`src/rtl/wb_timer.sv`:
```
// Wishbone classic timer: 32-bit prescaled up-counter with compare match and level interrupt.
// Define WB_TIMER_ERR_EN to terminate unmapped accesses with wb_err_o instead of wb_ack_o.
module wb_timer #(
  parameter int PRESCALE_W = 16
) (
  input  logic        wb_clk_i,
  input  logic        wb_rst_i,
  input  logic [7:0]  wb_adr_i,
  input  logic [31:0] wb_dat_i,
  input  logic [3:0]  wb_sel_i,
  input  logic        wb_we_i,
  input  logic        wb_cyc_i,
  input  logic        wb_stb_i,
  output logic [31:0] wb_dat_o,
  output logic        wb_ack_o,
  output logic        wb_err_o,
  output logic        wb_inta_o,
  output logic        tick_o
);

  typedef enum logic {S_IDLE = 1'b0, S_RESP = 1'b1} state_t;

  typedef struct packed {
    state_t                state;
    logic [PRESCALE_W-1:0] pre;
    logic                  match;
  } timer_dbg_t;

  state_t                state_q, state_d;
  logic [2:0]            ctrl_q;
  logic [PRESCALE_W-1:0] prescale_q;
  logic [PRESCALE_W-1:0] pre_q;
  logic [31:0]           count_q;
  logic [31:0]           compare_q;
  logic                  match_q;
  logic [31:0]           dat_q;
  logic                  inta_q;
  logic                  tick_q;
`ifdef WB_TIMER_ERR_EN
  logic                  err_q;
`endif

  logic [2:0]  reg_idx;
  logic        mapped;
  logic        accept;
  logic        wr_en;
  logic        wr_ctrl, wr_presc, wr_count, wr_cmp, wr_status;
  logic        en_rise;
  logic        tick;
  logic        hit;
  logic [31:0] rdata;
  logic [31:0] wr_data;
  timer_dbg_t  dbg;

  function automatic logic [31:0] byte_merge(input logic [31:0] cur, input logic [31:0] wdat,
                                             input logic [3:0] sel);
    logic [31:0] res;
    res = cur;
    for (int b = 0; b < 4; b++) begin
      if (sel[b]) res[8*b +: 8] = wdat[8*b +: 8];
    end
    return res;
  endfunction

  // Handshake: a request is accepted in IDLE when cyc & stb are both high; the terminate
  // (ack or err) follows as a one-cycle pulse and the request is not sampled again until IDLE.
  assign reg_idx = wb_adr_i[4:2];
  assign mapped  = (reg_idx <= 3'd4);
  assign accept  = (state_q == S_IDLE) && wb_cyc_i && wb_stb_i;
  assign wr_en   = accept && wb_we_i && mapped;

  assign wr_ctrl   = wr_en && (reg_idx == 3'd0);
  assign wr_presc  = wr_en && (reg_idx == 3'd1);
  assign wr_count  = wr_en && (reg_idx == 3'd2);
  assign wr_cmp    = wr_en && (reg_idx == 3'd3);
  assign wr_status = wr_en && (reg_idx == 3'd4);

  assign tick    = ctrl_q[0] && (pre_q == prescale_q);
  assign hit     = (count_q == compare_q);
  assign wr_data = byte_merge(rdata, wb_dat_i, wb_sel_i);
  assign en_rise = wr_ctrl && wr_data[0] && !ctrl_q[0];

  always_comb begin
    rdata = 32'd0;
    case (reg_idx)
      3'd0:    rdata = {29'd0, ctrl_q};
      3'd1:    rdata = 32'(prescale_q);
      3'd2:    rdata = count_q;
      3'd3:    rdata = compare_q;
      3'd4:    rdata = {31'd0, match_q};
      default: rdata = 32'd0;
    endcase
  end

  // Bus FSM: state register
  always_ff @(posedge wb_clk_i) begin
    if (wb_rst_i) state_q <= S_IDLE;
    else          state_q <= state_d;
  end

  // Bus FSM: next state
  always_comb begin
    state_d = state_q;
    case (state_q)
      S_IDLE:  if (accept) state_d = S_RESP;
      S_RESP:  state_d = S_IDLE;
      default: state_d = S_IDLE;
    endcase
  end

  // Bus FSM: outputs; read data is only driven while terminating
  always_comb begin
    wb_dat_o = 32'd0;
    wb_ack_o = 1'b0;
    wb_err_o = 1'b0;
    if (state_q == S_RESP) begin
      wb_dat_o = dat_q;
`ifdef WB_TIMER_ERR_EN
      wb_ack_o = !err_q;
      wb_err_o = err_q;
`else
      wb_ack_o = 1'b1;
`endif
    end
  end

  // Registers, prescaler and counter. Reads capture pre-edge values.
  always_ff @(posedge wb_clk_i) begin
    if (wb_rst_i) begin
      ctrl_q     <= '0;
      prescale_q <= '0;
      pre_q      <= '0;
      count_q    <= '0;
      compare_q  <= '0;
      match_q    <= 1'b0;
      dat_q      <= '0;
      inta_q     <= 1'b0;
      tick_q     <= 1'b0;
`ifdef WB_TIMER_ERR_EN
      err_q      <= 1'b0;
`endif
    end else begin
      if (wr_ctrl)  ctrl_q     <= wr_data[2:0];
      if (wr_presc) prescale_q <= wr_data[PRESCALE_W-1:0];
      if (wr_cmp)   compare_q  <= wr_data;

      if (wr_count)  count_q <= wr_data;
      else if (tick) count_q <= (hit && ctrl_q[2]) ? 32'd0 : count_q + 32'd1;

      if (wr_count || wr_presc || en_rise) pre_q <= '0;
      else if (ctrl_q[0])                  pre_q <= tick ? '0 : pre_q + PRESCALE_W'(1);

      // A hardware match outranks a simultaneous write-one-to-clear
      if (tick && hit)                                     match_q <= 1'b1;
      else if (wr_status && wb_sel_i[0] && wb_dat_i[0])    match_q <= 1'b0;

      tick_q <= tick;
      inta_q <= match_q && ctrl_q[1];

      if (accept) begin
        dat_q <= wb_we_i ? 32'd0 : rdata;
`ifdef WB_TIMER_ERR_EN
        err_q <= !mapped;
`endif
      end
    end
  end

  assign wb_inta_o = inta_q;
  assign tick_o    = tick_q;

  assign dbg.state = state_q;
  assign dbg.pre   = pre_q;
  assign dbg.match = match_q;

  wire unused_ok = &{1'b0, wb_adr_i[7:5], wb_adr_i[1:0], dbg};

endmodule

```
`config.mk`:
```
export PLATFORM = sky130hd
export DESIGN_NAME = wb_timer
export DESIGN_NICKNAME = d
export VERILOG_FILES = /design/src/rtl/wb_timer.sv
export SDC_FILE = /design/constraint.sdc
export NUM_CORES = 1
export LEC_CHECK = 0
export CAP_MARGIN = 15
export CORE_MARGIN = 2
export CORE_UTILIZATION = 46
export DETAILED_ROUTE_END_ITERATION = 12
export DONT_BUFFER_PORTS = 1
export PLACE_DENSITY = 0.68
export SLEW_MARGIN = 10
export SYNTH_ARGS = -nofsm -noshare
export SYNTH_HDL_FRONTEND = slang
export SYNTH_SLANG_ARGS = --single-unit
```
`constraint.sdc`:
```
create_clock -name wb_clk_i -period 3.3 [get_ports wb_clk_i]
set_input_delay 0.33 -clock wb_clk_i [delete_from_list [all_inputs] [get_ports wb_clk_i]]
set_output_delay 0.33 -clock wb_clk_i [all_outputs]
set_load 0.01 [all_outputs]
```
==> run_results.csv <==
group,metric,value,unit
run_status,status,"finished clean",
critical_path,path_cells,"xor2_1 -> nor4_1 -> nand2_1 -> or4_4 -> nor2_4 -> a41oi_1 -> a221oi_1",
synthesis,syn_area_per_cell,8.118,µm²
global_route,track_usage,0.2506,
critical_path,cp.arrival,3.06,ns
power,clock_power_share,0.511,
power,p_int,2.829,mW
synthesis,yosys_warnings,0,
critical_path,r2r-end,"count_q[30]",
timing,period_needed,2.727,ns
timing,finClkSkew,0.007821,ns
critical_path,critPathCapture,"count_q[30]",
job,max_cap_violations,0,
cells_and_area,nets,919,
timing,holdWs,0.02053,ns
synthesis,synth_edf_count,0,
global_route,grt_pass1_wl,32570,µm
synthesis,synth_nets,959,
route,routed_via_density,5.946,
synthesis,synth_xor_xnor_area_share,0.08080,
synthesis,synth_cell_types,56,
synthesis,synth_compound_area_frac,0.1974,
floorplan,dieWidth,130.6,µm
critical_path,crit_type,"flop to flop",
critical_path,slowest_delay,0.68,ns
clock_network,cts_root_buffer,"clkbuf_16",
timing,slew_headroom,0.4733,
cells_and_area,post-route-util,0.5113,
clock_network,cts_buffers,17,
placed_design,detailed_place_hpwl,14840,µm
cells_and_area,drive_gt1_frac,0.09194,
power,seq_power_share,0.442,
critical_path,crit_fanout,20,
floorplan,die_area,17050,µm²
global_route,antenna_found_initial,0,
synthesis,synthArstFlopShare,0,
clock_network,clockBufferDepth,2,
placed_design,portBuffers,0,
timing,fin_crit_sh,0.8264,
synthesis,yosysSeqAreaShare,0.3667,
clock_network,postCtsSetupBuffers,0,
route,vias,6523,
cells_and_area,final_area,8064,µm²
timing,worstMarginPinSlew,0.7900,ns
synthesis,syn-cell-area,7371,µm²
route,drt_iter0_drc,637,
synthesis,synth.area.mux_share,0.05619,
floorplan,start_util,0.4674,
clock_network,cts_tree,"done",
synthesis,synth_adder_area_share,0.003395,
clock_network,cts_resized,0,
clock_network,numClockSinks,135,
route,wl_per_cell,19.29,µm
clock_network,clkLatencyLatePin,0.43,ns
placed_design,placed_cell_area,7443,µm²
power,p_sw_frac,0.2457,
critical_path,critPathRequiredTime,3.64,ns
critical_path,worst-r2r-cell-count,7,
min_path,hold_class,"input port to flop",
timing,maxSlewViolCount,0,
floorplan,num_rows,46,
power,power_density,465.0,nW/µm²
clock_network,hold_buffers,1,
clock_network,clkTransAtPathRegs,0.06,ns
placed_design,dp_cells,1064,
cells_and_area,instances_no_fill,1097,
power,p_sw,921.2,µW
placed_design,gp_congestion,0.9066,
cells_and_area,antenna_cells,0,
global_route,grt_max_degree,116,
synthesis,synthSimpleGateAreaFrac,0.2455,
global_route,gr-total-overflow,0,
power,leakage,2.976,nW
global_route,grt_pass1_vias,5739,
route,dr.pass1.iters,5,
timing,finalSetupViolations,0,
floorplan,core_area,15770,µm²
critical_path,crit_start,"pre_q[7]",
critical_path,timing.rr.start,"pre_q[7]",
critical_path,reg2reg_slack,0.57,ns
power,ir_drop,0.3661,mV
critical_path,crit_path_end_kind,"flop",
timing,fin_setup_tns,0,ns
critical_path,crit_slowest_cell,"or4_4",
timing,max_freq,366.7,MHz
cells_and_area,area_growth,9.404,%
synthesis,synth_top_family_by_area,"simple AND/OR/NAND/NOR gates",
timing,rsz0062_at_grt,"no",
route,drc,0,
clock_network,h-tree-depth,4,
route,ant_nets,0,
timing,hold_viol,0,
floorplan,dieHeight,130.6,µm
synthesis,synthCells,908,
floorplan,num_io_pins,85,
power,p_comb_frac,0.047,
critical_path,cp-start-kind,"flop",
synthesis,ys_seq_elements,135,
synthesis,synthFlopType,"dfxtp_1",
route,totalWireLength,21170,µm
[state kept, by name, indices dropped and copies added (netlist names)]
register and cells:
ctrl_q 3, count_q 32, prescale_q 16, state_q 1, dat_q 32, tick_o 1, pre_q 16, match_q 1
wb_inta_o 1, compare_q 32
[routing by layer]
| metal | wire (µm) | global-route usage |
|---|---|---|
| met4 | 344 | 0.07947 |
| met2 | 9459 | 0.3848 |
| met3 | 1492 | 0.04764 |
| met1 | 9870 | 0.3567 |
| met5 | 0 | 0 |
[critical path: cells and delay by family (launching register included)]
family	cells	cell delay [ns]
AND/OR/NAND/NOR	4	1.60
flip-flops	1	0.36
XOR/XNOR	1	0.19
AO/OA/AOI/OAI	2	0.47
[placed cells by master, fill, tap and decap left out, types with 8 or more instances in the layout]
cell / count
and2_1: 33
a31oi_1: 8
a22oi_1: 39
xnor2_1: 19
a211oi_1: 32
a22o_1: 17
buf_4: 15
inv_1: 13
dfxtp_1: 135
a21oi_1: 63
xor2_1: 49
nand3_1: 16
nor4_1: 22
mux2_2: 15
mux2i_1: 20
a221oi_1: 19
and3_1: 14
clkbuf_16: 17
o21ai_0: 25
nor2_1: 158
nand2_1: 45
nor3_1: 21
nand4_1: 13
[Yosys cell counts, types with 2 or more instances]
| cell | n | area [µm²] |
|---|---|---|
| a211oi_1 | 32 | 240.2 |
| a21oi_1 | 63 | 315.3 |
| a221oi_1 | 19 | 166.4 |
| a22o_1 | 17 | 148.9 |
| a22oi_1 | 39 | 292.8 |
| a31oi_1 | 8 | 50.05 |
| a41oi_1 | 2 | 17.52 |
| and2_1 | 33 | 206.5 |
| and3_1 | 14 | 87.58 |
| and4_1 | 3 | 26.28 |
| buf_1 | 3 | 11.26 |
| buf_2 | 4 | 20.02 |
| buf_4 | 2 | 15.01 |
| buf_6 | 3 | 33.78 |
| clkbuf_1 | 63 | 236.5 |
| dfxtp_1 | 135 | 2703 |
| ha_1 | 2 | 25.02 |
| inv_1 | 13 | 48.80 |
| mux2_2 | 15 | 168.9 |
| mux2i_1 | 20 | 200.2 |
| mux4_2 | 2 | 45.04 |
| nand2_1 | 45 | 168.9 |
| nand2b_1 | 6 | 37.54 |
| nand3_1 | 16 | 80.08 |
| nand4_1 | 13 | 81.33 |
| nor2_1 | 158 | 593.1 |
| nor2b_1 | 6 | 37.54 |
| nor3_1 | 21 | 105.1 |
| nor3b_2 | 2 | 25.02 |
| nor4_1 | 23 | 143.9 |
| nor4_2 | 2 | 25.02 |
| nor4_4 | 3 | 63.81 |
| nor4b_1 | 2 | 17.52 |
| o21ai_0 | 25 | 125.1 |
| o21ai_1 | 3 | 15.01 |
| o31a_1 | 3 | 26.28 |
| or4_1 | 2 | 15.01 |
| or4_4 | 2 | 22.52 |
| xnor2_1 | 19 | 166.4 |
| xor2_1 | 49 | 429.2 |
[logic make-up after synthesis]
| kind of cell | after synthesis |
|---|---|
| flops | 135 |
| buf+inv | 88 |
| xor+xnor | 68 |
| other cells | 1 |
| compound gates | 218 |
| simple gates | 359 |
| mux | 37 |
| fa+ha+maj | 2 |
[layout make-up]
type | instances | area (µm²)
Inverter | 13 | 48.80
Sequential cell | 135 | 2703
Multi-Input combinational cell | 685 | 4309
Tap cell | 216 | 270.3
Clock inverter | 15 | 167.7
Timing Repair Buffer | 16 | 140.1
Clock buffer | 17 | 425.4
Fill cell | 1529 | 7706
[how the worst min path moves through the flow]
stage / startpoint / end / slack [ns] / depth (start not counted)
5_1_grt: wb_rst_i / count_q[26] / 0.02 / 1
4_1_cts: wb_rst_i / count_q[26] / 0.01 / 1
3_5_place_dp: wb_rst_i / dat_q[5] / 0.42 / 1
3_3_place_gp: wb_rst_i / dat_q[5] / 0.41 / 1
2_1_floorplan: match_q / wb_inta_o / 0.42 / 2
6_report: wb_rst_i / count_q[26] / 0.02 / 1
[power by group through the flow]
| stage | combinational (mW) | sequential [mW] | clock [mW] |
|---|---|---|---|
| final | 0.176 | 1.66 | 1.92 |
| after global routing | 0.192 | 1.66 | 2.02 |
| after CTS | 0.175 | 1.66 | 1.94 |
| after detailed placement | 0.149 | 1.69 | 0 |
| after global placement | 0.148 | 1.69 | 0 |
| after floorplan | 0.157 | 1.69 | 0 |
[metrics by stage]
stage                     power [mW]  setup slack (ns)
after floorplan                1.842             1.091
after global placement         1.839            0.6016
after detailed placement       1.840            0.5953
after CTS                      3.774            0.5927
after global routing           3.867            0.4109
final                          3.750            0.5728
(Power assumes the default switching activity.)
